<file path="src/rtl/seq_mac_unsigned.sv">
// seq_mac_unsigned: unsigned MAC built on a radix-2 shift-add multiplier, with valid/ready in and out
module seq_mac_unsigned #(
    parameter int WIDTH = 4,
    parameter int ACC_W = 12
) (
    input  logic             clk,
    input  logic             rst,
    input  logic             in_valid,
    output logic             in_ready,
    input  logic [WIDTH-1:0] in_m,
    input  logic [WIDTH-1:0] in_q,
    input  logic             in_last,
    output logic             out_valid,
    input  logic             out_ready,
    output logic [ACC_W-1:0] out_acc,
    output logic             out_ovf
);
    localparam int CW = $clog2(WIDTH + 1);

    typedef enum logic [1:0] {IDLE, MUL, ACC, OUT} state_t;

    state_t           state_q, state_d;
    logic [WIDTH-1:0] m_q, m_d;
    logic [WIDTH-1:0] hi_q, hi_d;
    logic [WIDTH-1:0] lo_q, lo_d;
    logic             last_q, last_d;
    logic [CW-1:0]    cnt_q, cnt_d;
    logic [ACC_W-1:0] acc_q, acc_d;
    logic             ovf_q, ovf_d;
    logic [WIDTH:0]   add_w;
    logic [ACC_W:0]   sum_w;

    // The carry of hi+M is never stored: the shift moves it straight into hi's MSB.
    assign add_w = {1'b0, hi_q} + (lo_q[0] ? {1'b0, m_q} : '0);
    assign sum_w = {1'b0, acc_q} + {{(ACC_W + 1 - 2 * WIDTH){1'b0}}, hi_q, lo_q};

    assign in_ready  = (state_q == IDLE);
    assign out_valid = (state_q == OUT);
    assign out_acc   = acc_q;
    assign out_ovf   = ovf_q;

    // State and datapath registers; reset wins over everything.
    always_ff @(posedge clk) begin
        if (rst) begin
            state_q <= IDLE;
            m_q     <= '0;
            hi_q    <= '0;
            lo_q    <= '0;
            last_q  <= 1'b0;
            cnt_q   <= '0;
            acc_q   <= '0;
            ovf_q   <= 1'b0;
        end else begin
            state_q <= state_d;
            m_q     <= m_d;
            hi_q    <= hi_d;
            lo_q    <= lo_d;
            last_q  <= last_d;
            cnt_q   <= cnt_d;
            acc_q   <= acc_d;
            ovf_q   <= ovf_d;
        end
    end

    // Next-state: accept, WIDTH shift-add iterations, one accumulate, then hold the result if last.
    always_comb begin
        state_d = state_q;
        m_d     = m_q;
        hi_d    = hi_q;
        lo_d    = lo_q;
        last_d  = last_q;
        cnt_d   = cnt_q;
        acc_d   = acc_q;
        ovf_d   = ovf_q;
        case (state_q)
            IDLE: if (in_valid) begin
                m_d     = in_m;
                hi_d    = '0;
                lo_d    = in_q;
                last_d  = in_last;
                cnt_d   = CW'(WIDTH);
                state_d = MUL;
            end
            MUL: begin
                hi_d    = add_w[WIDTH:1];
                lo_d    = {add_w[0], lo_q[WIDTH-1:1]};
                cnt_d   = cnt_q - 1'b1;
                state_d = (cnt_q == CW'(1)) ? ACC : MUL;
            end
            ACC: begin
                acc_d   = sum_w[ACC_W-1:0];
                ovf_d   = ovf_q | sum_w[ACC_W];
                state_d = last_q ? OUT : IDLE;
            end
            OUT: if (out_ready) begin
                acc_d   = '0;
                ovf_d   = 1'b0;
                state_d = IDLE;
            end
            default: state_d = IDLE;
        endcase
    end
endmodule

</file>
<file path="config.mk">
export PLATFORM = sky130hd
export DESIGN_NAME = seq_mac_unsigned
export DESIGN_NICKNAME = d
export VERILOG_FILES = /design/src/rtl/seq_mac_unsigned.sv
export SDC_FILE = /design/constraint.sdc
export NUM_CORES = 1
export LEC_CHECK = 0
export ABC_AREA = 1
export BUFFER_PORTS_ARGS = -buffer_cell sky130_fd_sc_hd__buf_2
export CAP_MARGIN = 40
export CORE_MARGIN = 5
export CORE_UTILIZATION = 26
export CTS_CLUSTER_DIAMETER = 50
export CTS_CLUSTER_SIZE = 16
export DETAILED_ROUTE_END_ITERATION = 16
export GPL_TIMING_DRIVEN = 0
export PLACE_DENSITY = 0.53
export SLEW_MARGIN = 20
export SYNTH_ARGS = -nofsm -noshare
export SYNTH_HDL_FRONTEND = slang
export SYNTH_SLANG_ARGS = --single-unit
</file>
<file path="constraint.sdc">
create_clock -name clk -period 1.5 [get_ports clk]
set_input_delay 0.225 -clock clk [delete_from_list [all_inputs] [get_ports clk]]
set_output_delay 0.225 -clock clk [all_outputs]
set_load 0.02 [all_outputs]
</file>
# Word level (Yosys, flattened, before mapping)
# Index checks and enable logic that the tools add are counted.
# W data, S select, Z words.
[classes]
n_reduce_logical = 7
n_mux = 16
bitwise_logic = 1
n_eq_ne = 6
addsub = 3
[op_table]
columns = ["cell", "count"]
rows = [
  ["$pmux W12 S2", 1],
  ["$pmux W4 S2", 2],
  ["$add A12 B8 Y13", 1],
  ["$mux W12", 1],
  ["$mux W4", 3],
  ["$mux W2", 4],
  ["$pmux W2 S4", 1],
  ["$reduce_and A2 Y1", 4],
  ["$pmux W3 S2", 1],
  ["$add A4 B4 Y5", 1],
  ["$eq A2 B2 Y1 const B", 2],
  ["$reduce_bool A2 Y1", 2],
  ["$eq A3 B1 Y1 const B", 1],
  ["$mux W3", 1],
  ["$sub A3 B1 Y3 const B", 1],
  ["$eq A2 B1 Y1 const B", 1],
  ["$logic_not A2 Y1", 1],
  ["$ne A2 B1 Y1 const B", 1],
  ["$ne A2 B2 Y1 const B", 1],
  ["$pmux W1 S2", 1],
  ["$mux W1", 1],
  ["$or A1 B1 Y1", 1],
]
[totals]
output_inout_bits = 15
reg_bits = 31

# Longest topological paths before layout
[depth]
depth_word = 3
depth_mapped = 10
ltp_nobuf = 10

# Least setup slack after synthesis
# Ideal clock, no wire load.
[synth_timing]
path_kind = "flip-flop to flip-flop"
startpoint = "register acc_q[0], in the netlist out_acc[0]"
endpoint = "register acc_q[8], in the netlist out_acc[8]"
path_stages_with_launch = 10
setup_slack_ns = -0.183
required_ns = 1.385
arrival_ns = 1.568
n_path_buf = 0
cell_sequence = "dfxtp_1 -> ha_1 -> fa_1 -> nand2_1 -> nand2_1 -> and2_4 -> nand2_1 -> nand2_2 -> a21boi_1 -> nor2_1"
[synth_between]
elab_chain_len = 2
[synth_lines]
columns = ["element", "line", "text"]
rows = [
  ["from (decl)", "28", "logic [ACC_W-1:0] acc_q, acc_d;"],
  ["from (signal assigned)", "51", "acc_q <= '0;"],
  ["from (signal assigned)", "60", "acc_q <= acc_d;"],
  ["$add A12 B8 Y13", "35", "assign sum_w = {1'b0, acc_q} + {{(ACC_W + 1 - 2 * WIDTH){1'b0}}, hi_q, lo_q};"],
  ["$pmux W12 S2", "75", "case (state_q)"],
]
# No other way between the ends.
# A chain may end at the register's enable or synchronous reset.

# Worst setup path in the final report
[layout_timing]
startpoint = "register lo_q[0]"
endpoint = "register acc_q[10], in the netlist out_acc[10]"
[layout_between]
elab_chain_len = 2
[layout_lines]
columns = ["element", "line", "text"]
rows = [
  ["from (decl)", "25", "logic [WIDTH-1:0] lo_q, lo_d;"],
  ["from (signal assigned)", "57", "lo_q <= lo_d;"],
  ["$add A12 B8 Y13", "35", ""],
  ["$pmux W12 S2", "75", ""],
]
# No other way between the ends.

==> out/qor.csv <==
stage;metric;value;unit
outcome;status;finished, violations left;
outcome;failing checks;negative setup slack;
setup_path;cell family with most CP delay;simple AND/OR/NAND/NOR gates;
die;initial core utilization;26.35;%
timing;Max transition margin;64.37;%
clock_tree;H-tree levels;2;
clock_tree;hold_buf cts;0;
finish;final instance area;2420;um2
timing;RSZ-0062 raised after global routing;true;
global_route;first-pass GRT wire length;7.741;mm
setup_path;worst path bufs/invs;0;
setup_path;crit path cell chain;ha_4 -> fa_2 -> nand2_1 -> nand2_2 -> and2_4 -> nand2_4 -> nand2_4 -> nand3_1 -> nand2_1 -> nor2_1;
die;die area;9034;um2
power;Power Density;756.8;nW/um2
drt;DR iter-0 viols;51;
die;num rows;31;
synth;register area share after synthesis;33.00;%
drt;drt via density;4.389;
drt;DR DRC count;0;
finish;Antenna Cells;0;
global_route;largest net degree at the start of global routing;11;
global_route;total track usage;11.15;%
timing;Total Neg Setup Slack;-395.5;ps
die;I/O Pins;28;
setup_path;Startpoint Class;flop;
timing;final setup violating endpoints;6;
placement;Placer Congestion;0.8326;
placement;HPWL Detailed;3.490;mm
drt;DRT Pass-1 Iters;4;
clock_tree;Clock Latency Late Sink;290;ps
timing;max-slew violations;0;
setup_path;highest-delay cell along the critical path;dfxtp_4;
placement;port bufs;26;
timing;worst slew pin tran;534.5;ps
placement;Area after DPL;2158;um2
job;number of max-cap violations;0;
setup_path;Max stage delay on crit path;370;ps
finish;share of cells above drive strength 1;28.53;%
synth;Yosys cell types;27;
synth;post-synthesis cell count;276;
synth;post-synthesis sequential element count;31;
timing;worst setup margin;-99.91;ps
timing;final worst path period need;1600;ps
finish;Area Overhead vs Synth;28.68;%
setup_path;CP Capture Type;flop;
setup_path;Data required, critical path;1720;ps
clock_tree;Worst-path clk slew;70;ps
setup_path;CP arrival;1820;ps
setup_path;WS Path Type;flop to flop;
drt;final WL;4.638;mm
die;chip width;95.05;um
clock_tree;CTS tree;done;
hold_path;Hold Path Class;primary input to flop;
power;worst vdd ir;0.0002707;V
synth;Mapped Nets;305;
synth;synthesized area per cell;6.814;um2
clock_tree;clock buffer depth;2;
die;Die Span Y;95.05;um
clock_tree;clock sink count;31;
timing;f_max;0.6250;GHz
clock_tree;TritonCTS buffer count;5;
drt;Routed Antenna Nets;0;
setup_path;worst-path fanout max;5;
global_route;vias in the first global route;1700;
drt;total number of vias;1804;
timing;Tcrit/Tclk final;106.7;%
timing;Hold Vio Cnt, Final;0;
global_route;initial antenna violation count;0;
synth;Cell Area, Synth;1881;um2
die;core area;7137;um2
finish;Fillers;799;
power;Pleak;1.111;nW
timing;clk_skew;5.077;ps
finish;Net count, final;340;
drt;DR WL/cell;11.28;um
synth;Yosys warnings;0;
global_route;total gr overflow;0;
clock_tree;Clock Tree Root;clkbuf_8;
metrics by stage:
step	cells	setup WS, ps	hold WS, ps	util, %	power (mW)
after floorplan	276	-20.22	359.9	-	1.105
after global placement	401	-127.9	448.0	30.24	1.176
after detailed placement	401	-146.9	452.9	30.24	1.179
after CTS	411	-87.92	147.8	32.28	1.852
after global routing	411	-200.5	155.4	33.91	1.950
final	411	-99.91	159.0	33.91	1.831
tightest hold or removal path, cell delays in order:
cell    delay [ps]
buf_2           80
nor2_1          30
nor2_1          80
power by group:
part / internal (mW) / total, mW / switching, mW
sequential: 0.866 / 0.912 / 0.0462
combinational: 0.110 / 0.275 / 0.165
clock: 0.325 / 0.645 / 0.319
layout make-up:
type | instances | area, um2 | area share, %
tap | 99 | 123.9 | 5.119
multi-input combinational | 207 | 1279 | 52.84
buffer | 4 | 17.52 | 0.7239
clock buffer | 7 | 76.32 | 3.154
inverter | 34 | 135.1 | 5.584
sequential | 31 | 638.1 | 26.37
timing repair buffer | 28 | 145.1 | 5.998
clock inverter | 1 | 5.005 | 0.2068
state kept, by name, summed over array words and instances (netlist names):
register	flops
out_ovf	1
hi_q	4
state_q	2
cnt_q	3
m_q	4
out_acc	12
last_q	1
lo_q	4
worst paths after layout:
| check | endpoint | startpoint | slack (ps) | cells after the start |
|---|---|---|---|---|
| worst min-delay path | m_q[0] | in_m[0] | 160 | 3 |
| worst max register to register | out_acc[10] | lo_q[0] | -100 | 10 |
| worst max-delay path | out_acc[10] | lo_q[0] | -100 | 10 |
| worst min register to register | cnt_q[1] | cnt_q[1] | 460 | 2 |
synth_stat cells (all sizes together):
| cell | n | area (um2) |
|---|---|---|
| a21boi | 2 | 15.01 |
| a21oi | 28 | 140.1 |
| a31oi | 4 | 25.02 |
| and2 | 1 | 8.760 |
| and3 | 1 | 6.260 |
| buf | 2 | 10.01 |
| clkbuf | 2 | 7.510 |
| dfxtp | 31 | 620.6 |
| fa | 2 | 40.04 |
| ha | 14 | 175.2 |
| inv | 34 | 135.1 |
| nand2 | 83 | 316.6 |
| nand3 | 17 | 85.08 |
| nand3b | 3 | 22.52 |
| nor2 | 30 | 150.1 |
| o21a | 1 | 7.510 |
| o21ai | 17 | 85.08 |
| o311ai | 1 | 8.760 |
| or2 | 2 | 12.51 |
| xnor2 | 1 | 8.760 |
layer usage:
layer	track usage, %	vias up	wire [um]
met1	13.25	803	2135
met2	18.26	25	2204
met3	3.078	13	168
li1	-	963	-
met5	0	-	0
met4	5.889	0	131
cells in the final DEF (no fill, tap or decap), types with 3 or more instances in the layout:
master / netlist / final
inv_2: 6 / 8
nand3b_1: 3 / 3
nand3_2: 0 / 3
dfxtp_2: 0 / 8
a21oi_2: 0 / 5
dfxtp_1: 31 / 21
nand2_1: 81 / 77
nand2_2: 2 / 4
inv_1: 26 / 24
nor2_2: 2 / 3
ha_4: 0 / 8
nand3_1: 17 / 14
a21oi_1: 28 / 23
clkbuf_8: 0 / 5
nor2_1: 26 / 25
o21ai_1: 5 / 8
buf_2: 2 / 28
clkbuf_1: 2 / 4
ha_1: 14 / 5
o21ai_0: 12 / 9
a31oi_1: 4 / 4
cell families (layout without fill, tap and decap cells):
logic type / count (synthesis) / after routing / synth area share (%)
AOI/OAI and AO/OA: 53 / 53 / 14.97
xor gates and xnor gates: 1 / 1 / 0.4658
adders and majority gates: 16 / 16 / 11.44
buffers and inverters: 38 / 74 / 8.117
DFF: 31 / 31 / 33.00
and+or+nand+nor: 137 / 137 / 32.00
timing repair:
| item | in CTS | in global routing |
|---|---|---|
| gates resized for setup | 12 | 27 |
| pin swaps | 2 | 5 |
| setup buffers | 2 | 0 |
| endpoints found under the setup margin | 9 | 13 |
(Power assumes the default switching activity.)
